**src/rtl/bus_cycle_ctrl_if.sv**
```systemverilog
// Core-request and 68000-style bus signal bundle for bus_cycle_ctrl.
// The master view belongs to the controller; the slave view to the core plus bus environment.
interface bus_cycle_ctrl_if;
  logic        req;
  logic        we;
  logic        size;
  logic [23:0] addr;
  logic [15:0] wdata;
  logic        ack;
  logic [15:0] rdata;
  logic        err;
  logic        addr_err;
  logic        busy;
  logic [22:0] A;
  logic        AS;
  logic        UDS;
  logic        LDS;
  logic        RW;
  logic [15:0] D_OUT;
  logic        D_OE;
  logic [15:0] D_IN;
  logic        DTACK;
  logic        BERR;
  logic        BR;
  logic        BGACK;
  logic        BG;
  logic        BUS_OWN;

  modport master (
    input  req, we, size, addr, wdata, D_IN, DTACK, BERR, BR, BGACK,
    output ack, rdata, err, addr_err, busy, A, AS, UDS, LDS, RW, D_OUT, D_OE, BG, BUS_OWN
  );

  modport slave (
    output req, we, size, addr, wdata, D_IN, DTACK, BERR, BR, BGACK,
    input  ack, rdata, err, addr_err, busy, A, AS, UDS, LDS, RW, D_OUT, D_OE, BG, BUS_OWN
  );
endinterface

```
**src/rtl/bus_cycle_ctrl.sv**
```systemverilog
// Runs one byte/word 68000-style asynchronous bus cycle per core request and
// hands the bus to external masters over BR/BG/BGACK while idle.
module bus_cycle_ctrl #(
  parameter int TIMEOUT = 64
) (
  input logic              CLK,
  input logic              RESET,
  bus_cycle_ctrl_if.master bus
);

  localparam logic [2:0] ST_IDLE     = 3'd0;
  localparam logic [2:0] ST_ADDR     = 3'd1;
  localparam logic [2:0] ST_STROBE   = 3'd2;
  localparam logic [2:0] ST_WAIT     = 3'd3;
  localparam logic [2:0] ST_DONE     = 3'd4;
  localparam logic [2:0] ST_GRANT    = 3'd5;
  localparam logic [2:0] ST_RELEASED = 3'd6;

  localparam int               CNT_W    = $clog2(TIMEOUT + 1);
  localparam logic [CNT_W-1:0] CNT_LAST = CNT_W'(TIMEOUT);

  logic [2:0]       state_r;
  logic [2:0]       state_nxt_s;
  logic [CNT_W-1:0] cnt_r;
  logic             we_r;
  logic             size_r;
  logic             a0_r;

  logic        accept_s;
  logic        addr_err_s;
  logic        timeout_s;
  logic        we_cur_s;
  logic        strobe_nxt_s;
  logic        drive_nxt_s;
  logic        read_ok_s;
  logic [15:0] wdata_bus_s;
  logic [15:0] rdata_cap_s;

  assign accept_s     = (state_r == ST_IDLE) & ~bus.BR & bus.req;
  assign addr_err_s   = bus.size & bus.addr[0];
  assign timeout_s    = (cnt_r == CNT_LAST);
  assign we_cur_s     = accept_s ? bus.we : we_r;
  assign strobe_nxt_s = (state_nxt_s == ST_STROBE) | (state_nxt_s == ST_WAIT);
  assign drive_nxt_s  = we_cur_s & ((state_nxt_s == ST_ADDR) | strobe_nxt_s);
  assign read_ok_s    = (state_r == ST_WAIT) & ~bus.BERR & bus.DTACK & ~we_r;
  assign wdata_bus_s  = bus.size ? bus.wdata : {bus.wdata[7:0], bus.wdata[7:0]};

  // Byte lane selection for read data: even byte rides UDS (D[15:8]), odd byte LDS (D[7:0]).
  always_comb begin
    rdata_cap_s = 16'h0000;
    if (size_r) begin
      rdata_cap_s = bus.D_IN;
    end else if (a0_r) begin
      rdata_cap_s = {8'h00, bus.D_IN[7:0]};
    end else begin
      rdata_cap_s = {8'h00, bus.D_IN[15:8]};
    end
  end

  // Next-state decode; BR is honoured only from IDLE and outranks a same-cycle req.
  always_comb begin
    state_nxt_s = state_r;
    case (state_r)
      ST_IDLE: begin
        if (bus.BR) begin
          state_nxt_s = ST_GRANT;
        end else if (bus.req) begin
          state_nxt_s = addr_err_s ? ST_DONE : ST_ADDR;
        end else begin
          state_nxt_s = ST_IDLE;
        end
      end
      ST_ADDR:   state_nxt_s = ST_STROBE;
      ST_STROBE: state_nxt_s = ST_WAIT;
      ST_WAIT: begin
        if (bus.BERR || bus.DTACK || timeout_s) begin
          state_nxt_s = ST_DONE;
        end else begin
          state_nxt_s = ST_WAIT;
        end
      end
      ST_DONE:   state_nxt_s = ST_IDLE;
      ST_GRANT: begin
        if (bus.BGACK) begin
          state_nxt_s = ST_RELEASED;
        end else if (!bus.BR) begin
          state_nxt_s = ST_IDLE;
        end else begin
          state_nxt_s = ST_GRANT;
        end
      end
      ST_RELEASED: begin
        if (!bus.BGACK) begin
          state_nxt_s = ST_IDLE;
        end else begin
          state_nxt_s = ST_RELEASED;
        end
      end
      default:   state_nxt_s = ST_IDLE;
    endcase
  end

  // State register.
  always_ff @(posedge CLK or posedge RESET) begin
    if (RESET) begin
      state_r <= ST_IDLE;
    end else begin
      state_r <= state_nxt_s;
    end
  end

  // Request attributes kept for the strobe phase and read-data lane selection.
  always_ff @(posedge CLK or posedge RESET) begin
    if (RESET) begin
      we_r   <= 1'b0;
      size_r <= 1'b0;
      a0_r   <= 1'b0;
    end else if (accept_s) begin
      we_r   <= bus.we;
      size_r <= bus.size;
      a0_r   <= bus.addr[0];
    end
  end

  // WAIT-cycle counter; the timeout exit fires on the WAIT cycle where it reaches TIMEOUT.
  always_ff @(posedge CLK or posedge RESET) begin
    if (RESET) begin
      cnt_r <= '0;
    end else if (state_r == ST_STROBE) begin
      cnt_r <= '0;
    end else if ((state_r == ST_WAIT) && !timeout_s) begin
      cnt_r <= cnt_r + CNT_W'(1);
    end
  end

  // Registered outputs, loaded with the values belonging to the state being entered.
  always_ff @(posedge CLK or posedge RESET) begin
    if (RESET) begin
      bus.A        <= 23'h000000;
      bus.AS       <= 1'b0;
      bus.UDS      <= 1'b0;
      bus.LDS      <= 1'b0;
      bus.RW       <= 1'b1;
      bus.D_OUT    <= 16'h0000;
      bus.D_OE     <= 1'b0;
      bus.BG       <= 1'b0;
      bus.BUS_OWN  <= 1'b1;
      bus.ack      <= 1'b0;
      bus.rdata    <= 16'h0000;
      bus.err      <= 1'b0;
      bus.addr_err <= 1'b0;
      bus.busy     <= 1'b0;
    end else begin
      bus.ack     <= (state_nxt_s == ST_DONE);
      bus.busy    <= (state_nxt_s != ST_IDLE);
      bus.BG      <= (state_nxt_s == ST_GRANT);
      bus.BUS_OWN <= ~((state_nxt_s == ST_GRANT) | (state_nxt_s == ST_RELEASED));
      bus.AS      <= strobe_nxt_s;
      bus.UDS     <= strobe_nxt_s & (size_r | ~a0_r);
      bus.LDS     <= strobe_nxt_s & (size_r | a0_r);
      bus.D_OE    <= drive_nxt_s;

      if (accept_s && !addr_err_s) begin
        bus.A  <= bus.addr[23:1];
        bus.RW <= ~bus.we;
        if (bus.we) begin
          bus.D_OUT <= wdata_bus_s;
        end
      end else if (state_nxt_s == ST_DONE) begin
        bus.RW <= 1'b1;
      end

      if (state_nxt_s == ST_DONE) begin
        if (state_r == ST_IDLE) begin
          bus.err      <= 1'b1;
          bus.addr_err <= 1'b1;
          bus.rdata    <= 16'h0000;
        end else begin
          bus.err      <= bus.BERR | ~bus.DTACK;
          bus.addr_err <= 1'b0;
          bus.rdata    <= read_ok_s ? rdata_cap_s : 16'h0000;
        end
      end else begin
        bus.err      <= 1'b0;
        bus.addr_err <= 1'b0;
      end
    end
  end

endmodule

```
**src/flat_wrapper.sv**
```systemverilog
// flat-port wrapper written by rule: the top's interface ports become plain ports
module bus_cycle_ctrl_flat 
#(
  parameter int TIMEOUT = 64
)
  (CLK, RESET, bus_req, bus_we, bus_size, bus_addr, bus_wdata, bus_D_IN, bus_DTACK, bus_BERR, bus_BR, bus_BGACK, bus_ack, bus_rdata, bus_err, bus_addr_err, bus_busy, bus_A, bus_AS, bus_UDS, bus_LDS, bus_RW, bus_D_OUT, bus_D_OE, bus_BG, bus_BUS_OWN);
  bus_cycle_ctrl_if bus_i ();
  input logic CLK;
  input logic RESET;
  input wire logic [$bits(bus_i.req)-1:0] bus_req;
  input wire logic [$bits(bus_i.we)-1:0] bus_we;
  input wire logic [$bits(bus_i.size)-1:0] bus_size;
  input wire logic [$bits(bus_i.addr)-1:0] bus_addr;
  input wire logic [$bits(bus_i.wdata)-1:0] bus_wdata;
  input wire logic [$bits(bus_i.D_IN)-1:0] bus_D_IN;
  input wire logic [$bits(bus_i.DTACK)-1:0] bus_DTACK;
  input wire logic [$bits(bus_i.BERR)-1:0] bus_BERR;
  input wire logic [$bits(bus_i.BR)-1:0] bus_BR;
  input wire logic [$bits(bus_i.BGACK)-1:0] bus_BGACK;
  output wire logic [$bits(bus_i.ack)-1:0] bus_ack;
  output wire logic [$bits(bus_i.rdata)-1:0] bus_rdata;
  output wire logic [$bits(bus_i.err)-1:0] bus_err;
  output wire logic [$bits(bus_i.addr_err)-1:0] bus_addr_err;
  output wire logic [$bits(bus_i.busy)-1:0] bus_busy;
  output wire logic [$bits(bus_i.A)-1:0] bus_A;
  output wire logic [$bits(bus_i.AS)-1:0] bus_AS;
  output wire logic [$bits(bus_i.UDS)-1:0] bus_UDS;
  output wire logic [$bits(bus_i.LDS)-1:0] bus_LDS;
  output wire logic [$bits(bus_i.RW)-1:0] bus_RW;
  output wire logic [$bits(bus_i.D_OUT)-1:0] bus_D_OUT;
  output wire logic [$bits(bus_i.D_OE)-1:0] bus_D_OE;
  output wire logic [$bits(bus_i.BG)-1:0] bus_BG;
  output wire logic [$bits(bus_i.BUS_OWN)-1:0] bus_BUS_OWN;
  assign bus_i.req = bus_req;
  assign bus_i.we = bus_we;
  assign bus_i.size = bus_size;
  assign bus_i.addr = bus_addr;
  assign bus_i.wdata = bus_wdata;
  assign bus_i.D_IN = bus_D_IN;
  assign bus_i.DTACK = bus_DTACK;
  assign bus_i.BERR = bus_BERR;
  assign bus_i.BR = bus_BR;
  assign bus_i.BGACK = bus_BGACK;
  assign bus_ack = bus_i.ack;
  assign bus_rdata = bus_i.rdata;
  assign bus_err = bus_i.err;
  assign bus_addr_err = bus_i.addr_err;
  assign bus_busy = bus_i.busy;
  assign bus_A = bus_i.A;
  assign bus_AS = bus_i.AS;
  assign bus_UDS = bus_i.UDS;
  assign bus_LDS = bus_i.LDS;
  assign bus_RW = bus_i.RW;
  assign bus_D_OUT = bus_i.D_OUT;
  assign bus_D_OE = bus_i.D_OE;
  assign bus_BG = bus_i.BG;
  assign bus_BUS_OWN = bus_i.BUS_OWN;
  bus_cycle_ctrl #(.TIMEOUT(TIMEOUT)) u_core (.CLK(CLK), .RESET(RESET), .bus(bus_i));
endmodule
```
**config.mk**
```make
export PLATFORM = sky130hd
export DESIGN_NAME = bus_cycle_ctrl_flat
export DESIGN_NICKNAME = d
export VERILOG_FILES = /design/src/rtl/bus_cycle_ctrl_if.sv /design/src/rtl/bus_cycle_ctrl.sv /design/src/flat_wrapper.sv
export SDC_FILE = /design/constraint.sdc
export NUM_CORES = 1
export LEC_CHECK = 0
export CAP_MARGIN = 20
export CORE_AREA = 2 2 69 121
export CTS_CLUSTER_SIZE = 40
export DETAILED_ROUTE_END_ITERATION = 10
export DIE_AREA = 0 0 71 123
export HOLD_SLACK_MARGIN = 0.05
export PLACE_DENSITY = 0.78
export REMOVE_ABC_BUFFERS = 1
export SYNTH_ARGS = -nofsm -noshare
export SYNTH_HDL_FRONTEND = slang
export SYNTH_SLANG_ARGS = --single-unit
```
**constraint.sdc**
```tcl
create_clock -name CLK -period 2.8 [get_ports CLK]
set_input_delay 0.28 -clock CLK [delete_from_list [all_inputs] [get_ports CLK]]
set_output_delay 0.28 -clock CLK [all_outputs]
set_load 0.02 [all_outputs]
```
==> summary.md <==
| Metric | Value |
|---|---|
| Synth cell types | `43` |
| Clock-pin slew on the worst setup and hold paths | `about 0.060 ns` |
| Part of the Yosys area used for sequential elements | `60.7%` |
| Antenna-violating nets left | `0` |
| Nets@finish | `around 450` |
| #FFs+latches synth | `79` |
| CTS tree | `yes` |
| Fmax | `~450 MHz` |
| Ratio of final minimum period to clock period | `between 70% and 80%` |
| Asr flop ratio synth | `between 90% and 100%` |
| Sink Count | `79` |
| Layout area overhead | `52.3%` |
| Yosys warns | `0` |
| Post-synthesis area per instance | `13.0 sq um` |
| WP data arrival | `about 2.5 ns` |
| Leak | `~0.0022 uW` |
| Clk_skew | `just under 0.006 ns` |
| Worst Max-Slew Pin Slew | `just under 0.7 ns` |
| Largest net degree at the start of global routing | `52` |
| Antenna violations before repair | `0` |
| PostCTS Resize Cnt | `0` |
| RSZ-0062 raised after global routing | `no` |
| CTS Hold Bufs | `0` |
| Grt total ovfl | `0` |
| Max FO, Critical Path | `20` |
| Post-synth EDFFs | `0` |
| Min cycle time layout | `2.22 ns` |
| Vias in the first global route | `around 2700` |
| Hold Vio Cnt, Final | `0` |
| Worst Path Required | `between 3 and 4 ns` |
| Final setup viols | `0` |
| Core area | `7800 sq um` |
| Max-Cap Viols | `0` |
| Fraction of layout cells with a size suffix above 1 | `14.6%` |
| Via count | `2487` |
| Final WL | `approximately 8000 um` |
| Crit. End Element | `register` |
| Final TNS setup | `0 ns` |
| Area contributors post-synth | `dfrtp_1 (59%), mux2_2 (8.6%), mux2i_1 (4.9%), nor2_1 (2.9%), mux2_1 (2.8%)` |
| Die footprint | `8730 sq um` |
| Area of the multi-input gates | `about 1200 sq um` |
| CTS Buf Count | `9` |
| DR WL/cell | `about 17 um` |
| Finished Cell Area | `about 5000 sq um` |
| Fill cells | `620` |
| First-pass GRT wire length | `roughly 13000 um` |
| Storage cell area | `about 2000 sq um` |
| GRT Util Overall | `around 19%` |
| Rows | `between 40 and 50` |
| N_diodes | `0` |
| Hpwl dp | `between 6000 and 7000 um` |
| Class of the worst hold path | `in -> async` |
| Drt first pass iters | `4` |
| Mapped Area | `roughly 3300 sq um` |
| IO Pins | `approximately 130` |
| H-tree levels | `3` |
| Clock root cell | `clkbuf_16` |
| Pwr Total | `around 5700 uW` |
| Top-area cell type share of the netlist area | `a little under 60%` |
| Routed vias/inst | `5.17` |
| Skew-Pair Late Insertion Delay | `about 0.33 ns` |
| Placed cells | `approximately 470` |
| I/O Buffers | `130` |
| Final Slew Violations | `0` |
| Die Span Y | `roughly 120 um` |
| Final GP Congestion | `between 0.8 and 0.9` |
| Starting DRC count in detailed routing | `140` |
| Peak supply drop | `between 500 and 600 uV` |
| Cell Area, Placed | `approximately 4700 sq um` |
| Worst hold slack | `0.289 ns` |
| Ys flop type | `dfrtp_1` |
| CP Class | `reg -> reg` |
| Finished Layout Cells | `481` |
| Longest Clk Path Bufs | `2` |
| Power Dens Cells | `1140 nW/um^2` |
| Die Wd | `71 um` |
| Initial core utilization | `roughly two fifths` |
| Status | `completed` |
| # Post-CTS Setup Buffers | `0` |
| Worst slew margin | `approximately 54%` |
| DRC viols | `0` |
| Crit path launch type | `register` |
| Cell taking the most area after synthesis | `dfrtp_1` |
| Cell count after synthesis | `approximately 250` |
cells by family after synthesis:
kind of cell / synth area share (%)
DFF: 60.7
and+or+nand+nor: 8.90
muxes: 16.3
AOI/OAI and AO/OA: 8.63
buffers and inverters: 2.88
xor gates and xnor gates: 1.88
adders and majority gates: 0.767
cell type report:
class,instances,area share (%)
inverter,8,0.629
multi-input combinational,152,23.9
sequential,79,39.8
tap,90,2.27
clock inverter,6,1.21
timing repair buffer,136,27.3
clock buffer,10,4.81
per-stage QoR:
step | utilization (%) | setup slack (ns)
floorplan | - | 0.386
global placement | 59.9 | 0.617
detailed placement | 59.9 | 0.566
CTS | 63.7 | 0.604
global route | 63.7 | 0.461
finish | 63.7 | 0.582
cells in the mapped netlist (all sizes together), types with 3 or more instances:
cell      n
dfrtp    77
mux2     33
nor2     27
mux2i    16
a21oi    13
buf      11
a22o      9
inv       8
o2bb2ai   8
nand2     6
nand3     4
xnor2     4
nand2b    3
xor2      3
sequential cells by signal, summed over array words and instances, names as in the netlist, 3 cells and up:
register,count
u_core.bus.A,23
u_core.bus.rdata,16
u_core.bus.D_OUT,16
u_core.cnt_r,7
u_core.state_r,3
cells in the final DEF, fill, tap and decap left out, drive strengths merged, types with 3 or more instances in the layout:
master / count
mux2: 33
a22o: 9
a21oi: 13
clkinv: 4
o2bb2ai: 8
clkdlybuf4s50: 130
xor2: 3
nand3: 4
nor2: 27
buf: 6
dfrtp: 77
mux2i: 16
nand2: 6
clkbuf: 10
nand2b: 3
inv: 7
xnor2: 4
critical path: stages, from the launching register on:
cell,delay [ns]
dfrtp_1,0.40
inv_1,0.06
ha_1,0.18
and4bb_1,0.21
a21boi_1,0.21
a22o_1,0.24
a211o_1,0.58
a22o_1,0.26
layer usage:
metal	share of wire, %	track usage, %	vias to the layer above
met5	0	0	-
met3	4.1	5.22	23
met4	4.3	10.5	0
li1	-	-	1152
met2	56	35.0	90
met1	35	19.8	1222
power by group:
part / internal (uW) / switching (uW) / leakage [uW]
logic: 1300 / 1280 / 0.00106
clock network: 709 / 442 / 0.000144
registers: 1650 / 303 / 0.000998
worst paths after layout:
| path | start | end | slack, ns | cells past startpoint |
|---|---|---|---|---|
| max | u_core.cnt_r[0]$_DFFE_PP0P_ | u_core.bus.rdata[11]$_DFFE_PP0P_ | 0.58 | 7 |
| min | RESET | u_core.bus.A[9]$_DFFE_PP0P_ | 0.29 | 2 |
| max reg2reg | u_core.cnt_r[0]$_DFFE_PP0P_ | u_core.bus.rdata[11]$_DFFE_PP0P_ | 0.58 | 7 |
| min reg2reg | u_core.bus.RW$_DFFE_PP1P_ | u_core.bus.RW$_DFFE_PP1P_ | 0.48 | 2 |
| max in group asynchronous | RESET | u_core.bus.RW$_DFFE_PP1P_ | 1.83 | 3 |
| min in group CLK | u_core.bus.RW$_DFFE_PP1P_ | u_core.bus.RW$_DFFE_PP1P_ | 0.48 | 2 |
Note: power is estimated with default switching activity, not from simulation.
